File: src/rtl/fx_exec_unit.sv
// fx_exec_unit: fixed-point execute stage with single-cycle add/sub/neg, a radix-2 iterative multiplier
// and a 1-entry skid buffer. Optional macro FX_CR0_UPDATE_EN adds CR0 flag outputs (cr0_o, cr0Valid_o).
//
// state | meaning
// IDLE  | accepting instructions; a full skid buffer is drained first
// MUL   | shift-add multiply in progress, busy_o high
module fx_exec_unit #(
  parameter logic [1:0]  FX_UNIT_CODE = 2'd0,
  parameter int unsigned MUL_ITERS    = 64
) (
  input  logic        clock_i,
  input  logic        reset_i,
  input  logic        enable_i,
  input  logic [5:0]  opCode_i,
  input  logic [9:0]  xOpCode_i,
  input  logic        xOpCodeEnabled_i,
  input  logic [1:0]  functionalUnitCode_i,
  input  logic [63:0] operand1_i,
  input  logic [63:0] operand2_i,
  input  logic [63:0] operand3_i,
  input  logic        operand1Writeback_i,
  input  logic [4:0]  reg1Address_i,
  input  logic [15:0] imm_i,
  input  logic        immEnable_i,
  input  logic        bit2_i,
  input  logic        bit2Enable_i,
  input  logic [63:0] instructionAddress_i,
  output logic        busy_o,
  output logic        reg1isWriteback_o,
  output logic [4:0]  reg1WritebackAddress_o,
  output logic [63:0] reg1WritebackData_o,
  output logic [63:0] instructionAddress_o,
  output logic        illegal_o,
  output logic        overflow_o
`ifdef FX_CR0_UPDATE_EN
  ,
  output logic [0:3]  cr0_o,
  output logic        cr0Valid_o
`endif
);

  localparam logic [6:0] MUL_CNT = 7'(MUL_ITERS);

  typedef enum logic {IDLE, MUL} state_t;

  // xop keeps only the compared bits; the OE bit is dropped at capture.
  typedef struct packed {
    logic [5:0]  opcode;
    logic [8:0]  xop;
    logic        xop_en;
    logic [1:0]  unit;
    logic [63:0] op1;
    logic [63:0] op2;
    logic [63:0] op3;
    logic        wb;
    logic [4:0]  addr;
    logic [15:0] imm;
    logic [63:0] pc;
`ifdef FX_CR0_UPDATE_EN
    logic        rc;
`endif
  } instr_t;

  state_t      state_q;
  instr_t      buf_q;
  logic        buf_valid_q;
  logic [63:0] mul_a_q, mul_b_q, acc_q;
  logic [6:0]  cnt_q;
  logic        mul_wb_q;
  logic [4:0]  mul_addr_q;
  logic [63:0] mul_pc_q;
`ifdef FX_CR0_UPDATE_EN
  logic        mul_rc_q;
`endif

  instr_t      in_instr, cur;
  logic        cur_valid;
  logic [63:0] se;
  logic        legal_d, is_mul_d;
  logic [63:0] res_d, mul_a_d, mul_b_d, mul_step_d;
  logic        unused_inputs;

`ifdef FX_CR0_UPDATE_EN
  assign unused_inputs = ^{immEnable_i, xOpCode_i[9]};

  function automatic logic [0:3] cr0_of(input logic [63:0] v);
    cr0_of = {v[63], !v[63] && (v != 64'd0), v == 64'd0, 1'b0};
  endfunction
`else
  assign unused_inputs = ^{immEnable_i, xOpCode_i[9], bit2_i, bit2Enable_i};
`endif

  always_comb begin
    in_instr        = '0;
    in_instr.opcode = opCode_i;
    in_instr.xop    = xOpCode_i[8:0];
    in_instr.xop_en = xOpCodeEnabled_i;
    in_instr.unit   = functionalUnitCode_i;
    in_instr.op1    = operand1_i;
    in_instr.op2    = operand2_i;
    in_instr.op3    = operand3_i;
    in_instr.wb     = operand1Writeback_i;
    in_instr.addr   = reg1Address_i;
    in_instr.imm    = imm_i;
    in_instr.pc     = instructionAddress_i;
`ifdef FX_CR0_UPDATE_EN
    in_instr.rc     = bit2_i & bit2Enable_i;
`endif
  end

  // A buffered instruction always goes ahead of a new one.
  assign cur       = buf_valid_q ? buf_q : in_instr;
  assign cur_valid = buf_valid_q | enable_i;
  assign se        = {{48{cur.imm[15]}}, cur.imm};

  always_comb begin
    legal_d  = 1'b0;
    is_mul_d = 1'b0;
    res_d    = '0;
    mul_a_d  = '0;
    mul_b_d  = '0;
    if (cur.unit == FX_UNIT_CODE) begin
      case (cur.opcode)
        6'd14: begin legal_d = 1'b1; res_d = cur.op2 + se; end
        6'd15: begin legal_d = 1'b1; res_d = cur.op2 + (se << 16); end
        6'd7: begin
          legal_d  = 1'b1;
          is_mul_d = 1'b1;
          mul_a_d  = cur.op2;
          mul_b_d  = se;
        end
        6'd31: begin
          if (cur.xop_en) begin
            case (cur.xop)
              9'd266: begin legal_d = 1'b1; res_d = cur.op2 + cur.op3; end
              9'd40:  begin legal_d = 1'b1; res_d = cur.op3 - cur.op2; end
              9'd104: begin legal_d = 1'b1; res_d = 64'd0 - cur.op2; end
              9'd235: begin
                legal_d  = 1'b1;
                is_mul_d = 1'b1;
                mul_a_d  = {{32{cur.op2[31]}}, cur.op2[31:0]};
                mul_b_d  = {{32{cur.op3[31]}}, cur.op3[31:0]};
              end
              default: legal_d = 1'b0;
            endcase
          end
        end
        default: legal_d = 1'b0;
      endcase
    end
  end

  assign mul_step_d = acc_q + (mul_b_q[0] ? mul_a_q : 64'd0);

  always_ff @(posedge clock_i) begin
    if (reset_i) begin
      state_q                <= IDLE;
      buf_q                  <= '0;
      buf_valid_q            <= 1'b0;
      mul_a_q                <= '0;
      mul_b_q                <= '0;
      acc_q                  <= '0;
      cnt_q                  <= '0;
      mul_wb_q               <= 1'b0;
      mul_addr_q             <= '0;
      mul_pc_q               <= '0;
      busy_o                 <= 1'b0;
      reg1isWriteback_o      <= 1'b0;
      reg1WritebackAddress_o <= '0;
      reg1WritebackData_o    <= '0;
      instructionAddress_o   <= '0;
      illegal_o              <= 1'b0;
      overflow_o             <= 1'b0;
`ifdef FX_CR0_UPDATE_EN
      mul_rc_q               <= 1'b0;
      cr0_o                  <= '0;
      cr0Valid_o             <= 1'b0;
`endif
    end else begin
      reg1isWriteback_o <= 1'b0;
      illegal_o         <= 1'b0;
`ifdef FX_CR0_UPDATE_EN
      cr0Valid_o        <= 1'b0;
`endif
      case (state_q)
        IDLE: begin
          if (buf_valid_q) begin
            buf_valid_q <= enable_i;
            if (enable_i) buf_q <= in_instr;
          end
          if (cur_valid) begin
            if (!legal_d) begin
              // Illegal ops still write op1 back so the pending flag upstream clears.
              illegal_o            <= 1'b1;
              instructionAddress_o <= cur.pc;
              if (cur.wb) begin
                reg1isWriteback_o      <= 1'b1;
                reg1WritebackAddress_o <= cur.addr;
                reg1WritebackData_o    <= cur.op1;
              end
            end else if (is_mul_d) begin
              state_q    <= MUL;
              busy_o     <= 1'b1;
              mul_a_q    <= mul_a_d;
              mul_b_q    <= mul_b_d;
              acc_q      <= '0;
              cnt_q      <= MUL_CNT;
              mul_wb_q   <= cur.wb;
              mul_addr_q <= cur.addr;
              mul_pc_q   <= cur.pc;
`ifdef FX_CR0_UPDATE_EN
              mul_rc_q   <= cur.rc;
`endif
            end else if (cur.wb) begin
              reg1isWriteback_o      <= 1'b1;
              reg1WritebackAddress_o <= cur.addr;
              reg1WritebackData_o    <= res_d;
              instructionAddress_o   <= cur.pc;
`ifdef FX_CR0_UPDATE_EN
              cr0Valid_o             <= cur.rc;
              cr0_o                  <= cr0_of(res_d);
`endif
            end
          end
        end
        MUL: begin
          if (enable_i) begin
            if (buf_valid_q) begin
              overflow_o <= 1'b1;
            end else begin
              buf_q       <= in_instr;
              buf_valid_q <= 1'b1;
            end
          end
          acc_q   <= mul_step_d;
          mul_a_q <= mul_a_q << 1;
          mul_b_q <= mul_b_q >> 1;
          cnt_q   <= cnt_q - 7'd1;
          if (cnt_q == 7'd1) begin
            state_q <= IDLE;
            busy_o  <= 1'b0;
            if (mul_wb_q) begin
              reg1isWriteback_o      <= 1'b1;
              reg1WritebackAddress_o <= mul_addr_q;
              reg1WritebackData_o    <= mul_step_d;
              instructionAddress_o   <= mul_pc_q;
`ifdef FX_CR0_UPDATE_EN
              cr0Valid_o             <= mul_rc_q;
              cr0_o                  <= cr0_of(mul_step_d);
`endif
            end
          end
        end
        default: state_q <= IDLE;
      endcase
    end
  end

endmodule
File: config.mk
export PLATFORM = sky130hd
export DESIGN_NAME = fx_exec_unit
export DESIGN_NICKNAME = d
export VERILOG_FILES = /design/src/rtl/fx_exec_unit.sv
export SDC_FILE = /design/constraint.sdc
export NUM_CORES = 2
export LEC_CHECK = 0
export ABC_CLOCK_PERIOD_IN_PS = 6800
export CORE_ASPECT_RATIO = 0.8
export CORE_MARGIN = 1
export CORE_UTILIZATION = 59
export DETAILED_ROUTE_END_ITERATION = 16
export MAX_ROUTING_LAYER = met4
export PLACE_DENSITY = 0.81
export SLEW_MARGIN = 10
export SYNTH_ARGS = -nofsm -noshare
export SYNTH_HDL_FRONTEND = slang
export SYNTH_SLANG_ARGS = --single-unit
File: constraint.sdc
create_clock -name clock_i -period 6.8 [get_ports clock_i]
set_input_delay 1.36 -clock clock_i [delete_from_list [all_inputs] [get_ports clock_i]]
set_output_delay 1.36 -clock clock_i [all_outputs]
set_load 0.02 [all_outputs]
-- Yosys cells after proc, flatten, opt, wreduce, memory -nomap -nowiden
Cells that the tools add are included.
- add/subtract/negate cells: 7
- equal/unequal tests: 21
- multiplexer cells: 85
- bitwise logic cells: 3
- reductions and logical operators: 12
- operators with widths (kind ; count):
    64-bit two-way mux ; 31
    296-bit two-way mux ; 4
    64-bit one-hot mux with 2 select lines ; 7
    296-bit one-hot mux with 2 select lines ; 1
    64-bit one-hot mux with 3 select lines ; 2
    64-bit adder ; 4
    1-bit by 64-bit subtractor with 64-bit output, first input constant ; 1
    64-bit subtractor ; 1
    5-bit two-way mux ; 6
    1-bit two-way mux ; 23
    7-bit two-way mux ; 3
    7-bit one-hot mux with 2 select lines ; 1
    6-bit by 4-bit == test with 1-bit output, second input constant ; 2
    2-bit inequality test, second input constant ; 6
    3-bit inequality test, second input constant ; 4
    1-bit one-hot mux with 2 select lines ; 6
    4-bit AND reduction ; 3
    5-bit one-hot mux with 2 select lines ; 1
    9-bit by 6-bit == test with 1-bit output, second input constant ; 1
    9-bit by 7-bit == test with 1-bit output, second input constant ; 1
    9-bit by 8-bit == test with 1-bit output, second input constant ; 1
    9-bit == test, second input constant ; 1
    3-bit AND reduction ; 3
    7-bit by 1-bit == test with 1-bit output, second input constant ; 1
    other kinds (11) ; 14
- flip-flop bits (word level): 704
- bits of input ports: 303
- output and inout bits: 137
- word-level logic and storage cells: 155

-- Depth between registers and ports, before layout
- depth after elaboration: 11
- mapped depth: 22
- mapped depth without buffers: 18

-- Worst setup path after synthesis
No wires, ideal clock.
- path kind: input to register
- from: input xOpCode_i[2]
- to: register reg1WritebackData_o[62]
- library setup time: 0.134 ns
- data arrival time: 5.904 ns
- required time: 6.666 ns
- path slack: 0.761 ns
- cell stages on the path: 20
- cells stage by stage: or3b_1 > o2bb2ai_1 > or3b_1 > buf_2 > clkbuf_1 > nor2_1 > clkbuf_1 > nor2_1 > fa_1 > a211o_1 > a21o_1 > a211o_1 > a21o_1 > a21oi_1 > o41ai_2 > a31oi_1 > xor2_1 > o21ai_0 > a221oi_1 > a211oi_2
- word-level cells in the longest chain between the ends: 11
- ends and longest elaborated chain (item ; line ; source):
    from (decl) ; 15 ; input logic [9:0] xOpCode_i,
    296-bit two-way mux (*) ; -- ;
    9-bit by 7-bit == test with 1-bit output, or another cell as far along ; 134 ; case (cur.xop)
    64-bit one-hot mux with 3 select lines ; 134 ;
    64-bit two-way mux ; 133 ; if (cur.xop_en) begin
    64-bit one-hot mux with 3 select lines ; 123 ; case (cur.opcode)
    64-bit two-way mux ; 122 ; if (cur.unit == FX_UNIT_CODE) begin
    64-bit two-way mux ; 214 ; end else if (cur.wb) begin
    64-bit two-way mux ; 201 ; end else if (is_mul_d) begin
    64-bit two-way mux ; 192 ; if (!legal_d) begin
    64-bit two-way mux ; 191 ; if (cur_valid) begin
    64-bit one-hot mux with 2 select lines ; 185 ; case (state_q)
    to (signal assigned) ; 199 ; reg1WritebackData_o <= cur.op1;
    to (signal assigned) ; 217 ; reg1WritebackData_o <= res_d;
    to (signal assigned) ; 245 ; reg1WritebackData_o <= mul_step_d;
    to (decl) ; 31 ; output logic [63:0] reg1WritebackData_o,
Mark *: on every way between the ends. The rest lies on a longest branch, timed or not. The select of a mux whose other input is x is not followed.
A chain may end at the register's enable or synchronous reset.

-- Final worst setup path
- from: input xOpCode_i[3]
- to: register reg1WritebackData_o[58]
The elaborated chain is that of the path after synthesis.

==> results.sh <==
export IMPL_run_status="complete, no violations"
export IMPL_wire_per_inst_microns=22.6
export IMPL_postCtsSetupBuffers=0
export IMPL_post_drt_via_cell_ratio=6.38
export IMPL_cts_sinks=704
export IMPL_synthTopCellsByArea="dfxtp_1 (29%), a21oi_1 (11%), nand2_1 (8.6%), ha_1 (6.9%), nor2_1 (6.1%)"
export IMPL_min_period_ns=6.32
export IMPL_grt_pass1_vias=47400
export IMPL_top_usage_layer="met2"
export IMPL_hold_violations=0
export IMPL_drc_errors=0
export IMPL_worst_pin_slew_ns=1.34
export IMPL_io_pins=440
export IMPL_routabilityCongestion=1.06
export IMPL_cts_buffers_inserted=73
export IMPL_drive_gt1_share_pct=6.87
export IMPL_dp_hpwl_microns=138000
export IMPL_cts_max_path_buffers=3
export IMPL_maxSlewViolCount=0
export IMPL_routed_wl_microns=184000
export IMPL_drt_first_pass_iters=8
export IMPL_ant_nets=0
export IMPL_cts_hold_buf=0
export IMPL_setup_viol=0
export IMPL_worstHoldPathType="flop to flop"
export IMPL_synth_edf_count=0
export IMPL_initialDrtViolationCount=6225
export IMPL_arrival_ns=6.84
export IMPL_syn_inst=6746
export IMPL_synth_cell_types=114
export IMPL_max_slew_margin_rel_pct=10.5
export IMPL_synth_simple_area_share_pct=21.3
export IMPL_core_area_sq_um=82200
export IMPL_clock_latency_ns=0.68
export IMPL_die_h_microns=260
export IMPL_ys_ff_latch=704
export IMPL_crit_fanout=3
export IMPL_root_buffer="clkbuf_16"
export IMPL_fmax_mhz=158
export IMPL_final_cell_area_sq_um=57000
export IMPL_post_synth_top_count_cell="nand2_1"
export IMPL_h_tree_depth=3
export IMPL_use_met2_pct=64.7
export IMPL_nFillCells=6804
export IMPL_period_share_pct=93.0
export IMPL_syn_area_per_cell_sq_um=7.26
export IMPL_synthArstFlopShare_pct=0
export IMPL_skew_ns=0.0427
export IMPL_met3_usage_pct=7.25
export IMPL_grt_pass1_wl_microns=274000
export IMPL_initial_core_util_pct=59.6
export IMPL_synth_top_family_by_area="compound AO/OA/AOI/OAI gates"
export IMPL_synth_area_mux_share_pct=6.19
export IMPL_drv_cap=0
export IMPL_vias=52000
export IMPL_nNetsFinal=7556
export IMPL_fin_setup_tns_ns=0
export IMPL_synth_ff_type="dfxtp_1"
export IMPL_synth_seq_area_share_pct=28.8
export IMPL_cts_tree="built"
export IMPL_area_growth_pct=16.4
export IMPL_vdd_drop_max_v=0.000212
export IMPL_syn_area_sq_um=49000
export IMPL_worstSetupPathType="input port to flop"
export IMPL_p_leak_nw=21.7
export IMPL_setup_worst_path_start_class="input port"
export IMPL_mappedNetlistNets=7324
export IMPL_critPathRequiredTime_ns=7.32
export IMPL_synth_warning_count=0
export IMPL_antenna_found_initial=6
export IMPL_numPortBuffers=435
export IMPL_rows=94
export IMPL_synth_top_area_share_pct=28.8
export IMPL_die_width_microns=324
export IMPL_synth_compound_area_share_pct=27.2
export IMPL_critPathCaptureType="flop"
export IMPL_yosys_top_cells_count="nand2_1 (1123), a21oi_1 (1034), nor2_1 (797)"
export IMPL_grt_overflow=0
export IMPL_path_clk_slew_ns=0.06
export IMPL_grt_setup_unrepaired="no"
export IMPL_synth_xor_area_share_pct=4.24
export IMPL_placed_cell_area_sq_um=54500
export IMPL_grt_util_met1_pct=54.4
export IMPL_grtUsageTotal_pct=42.9
export IMPL_synth_adder_area_share_pct=7.10
export IMPL_cts_resized_gates=0
export IMPL_fp_dieArea_sq_um=84200
export IMPL_grt_max_degree=227
export IMPL_power_density_nw_per_um2=190
export IMPL_synth_top_area_cell="dfxtp_1"
metal layers:
| layer | up-vias | share of wire (%) |
|---|---|---|
| li1 | 24300 | - |
| met1 | 24300 | 41 |
| met2 | 2743 | 43 |
| met3 | 552 | 9.7 |
| met4 | 0 | 6.5 |
| met5 | - | 0 |
layout by cell type (no fill, tap or decap), types with 100 or more instances in the layout:
cell,instances
mux2i_1,198
nor2_1,793
o21ai_0,311
clkdlybuf4s50_1,434
a211oi_1,128
ha_1,270
a21o_1,135
a21oi_1,1034
xor2_1,100
dfxtp_1,702
buf_4,176
nand2_1,1122
inv_1,158
xnor2_1,137
path summary, 6_finish.rpt:
| path | slack [ns] | endpoint | startpoint | depth (start not counted) |
|---|---|---|---|---|
| max | 0.48 | reg1WritebackData_o[58] | xOpCode_i[3] | 22 |
| min | 0.45 | buf_q[158] | buf_q[158] | 2 |
| max reg2reg | 0.91 | reg1WritebackData_o[58] | buf_valid_q | 21 |
| min reg2reg | 0.45 | buf_q[158] | buf_q[158] | 2 |
registers in the layout, summed over array words and instances, names as in the netlist, 5 cells and up:
name                    flops
acc_q                      64
buf_q                     296
cnt_q                       7
instructionAddress_o       64
mul_a_q                    64
mul_addr_q                  5
mul_b_q                    64
mul_pc_q                   64
reg1WritebackAddress_o      5
reg1WritebackData_o        64
critical path: stages:
cell	delay, ns
clkdlybuf4s50_1	0.48
or3b_1	0.40
o2bb2ai_1	0.17
or3b_1	0.50
o21ai_0	0.28
ha_1	0.20
inv_1	0.06
fa_1	0.46
a211o_1	0.31
a21o_1	0.18
a211o_1	0.33
a21o_1	0.22
a21oi_1	0.33
buf_4	0.19
o41ai_2	0.11
buf_4	0.16
a21boi_1	0.26
o31ai_1	0.13
xor2_1	0.16
a221oi_1	0.27
buf_4	0.19
o32ai_1	0.07
area by class of cell:
| type | instances | area, sq um | share of cell area (%) |
|---|---|---|---|
| Multi-Input combinational cell | 5415 | 32400 | 56.9 |
| Sequential cell | 704 | 14100 | 24.7 |
| Clock inverter | 31 | 410 | 0.720 |
| Inverter | 158 | 593 | 1.04 |
| Antenna cell | 6 | 15.0 | 0.0263 |
| Clock buffer | 99 | 2120 | 3.71 |
| Timing Repair Buffer | 626 | 5980 | 10.5 |
| Tap cell | 1104 | 1380 | 2.42 |
through the flow:
| stage | cells | hold slack, ns | utilization [%] | setup WS, ns | power (mW) |
|---|---|---|---|---|---|
| floorplan | 6746 | 0.431 | - | 0.761 | 5.67 |
| finish | 8143 | 0.451 | 69.4 | 0.476 | 10.8 |
| global route | 8141 | 0.470 | 69.4 | 0.237 | 11.2 |
| global placement | 8007 | 0.438 | 66.3 | -0.000318 | 6.54 |
| CTS | 8137 | 0.454 | 69.3 | 0.559 | 10.8 |
| detailed placement | 8007 | 0.444 | 66.3 | -0.0852 | 6.55 |
cell families after synthesis:
family,after synthesis
simple gates,2445
compound gates,2167
flops,704
buf+inv,627
mux,291
fa+ha+maj,275
xor+xnor,237
where the power goes:
| group | leakage [nW] | switching [mW] | internal [mW] |
|---|---|---|---|
| Clock | 1.24 | 1.86 | 2.44 |
| Combinational | 14.8 | 1.39 | 0.930 |
| Sequential | 5.69 | 0.0433 | 4.17 |
| Total | 21.7 | 3.29 | 7.54 |
No activity file was read; power rests on OpenSTA's default activity.
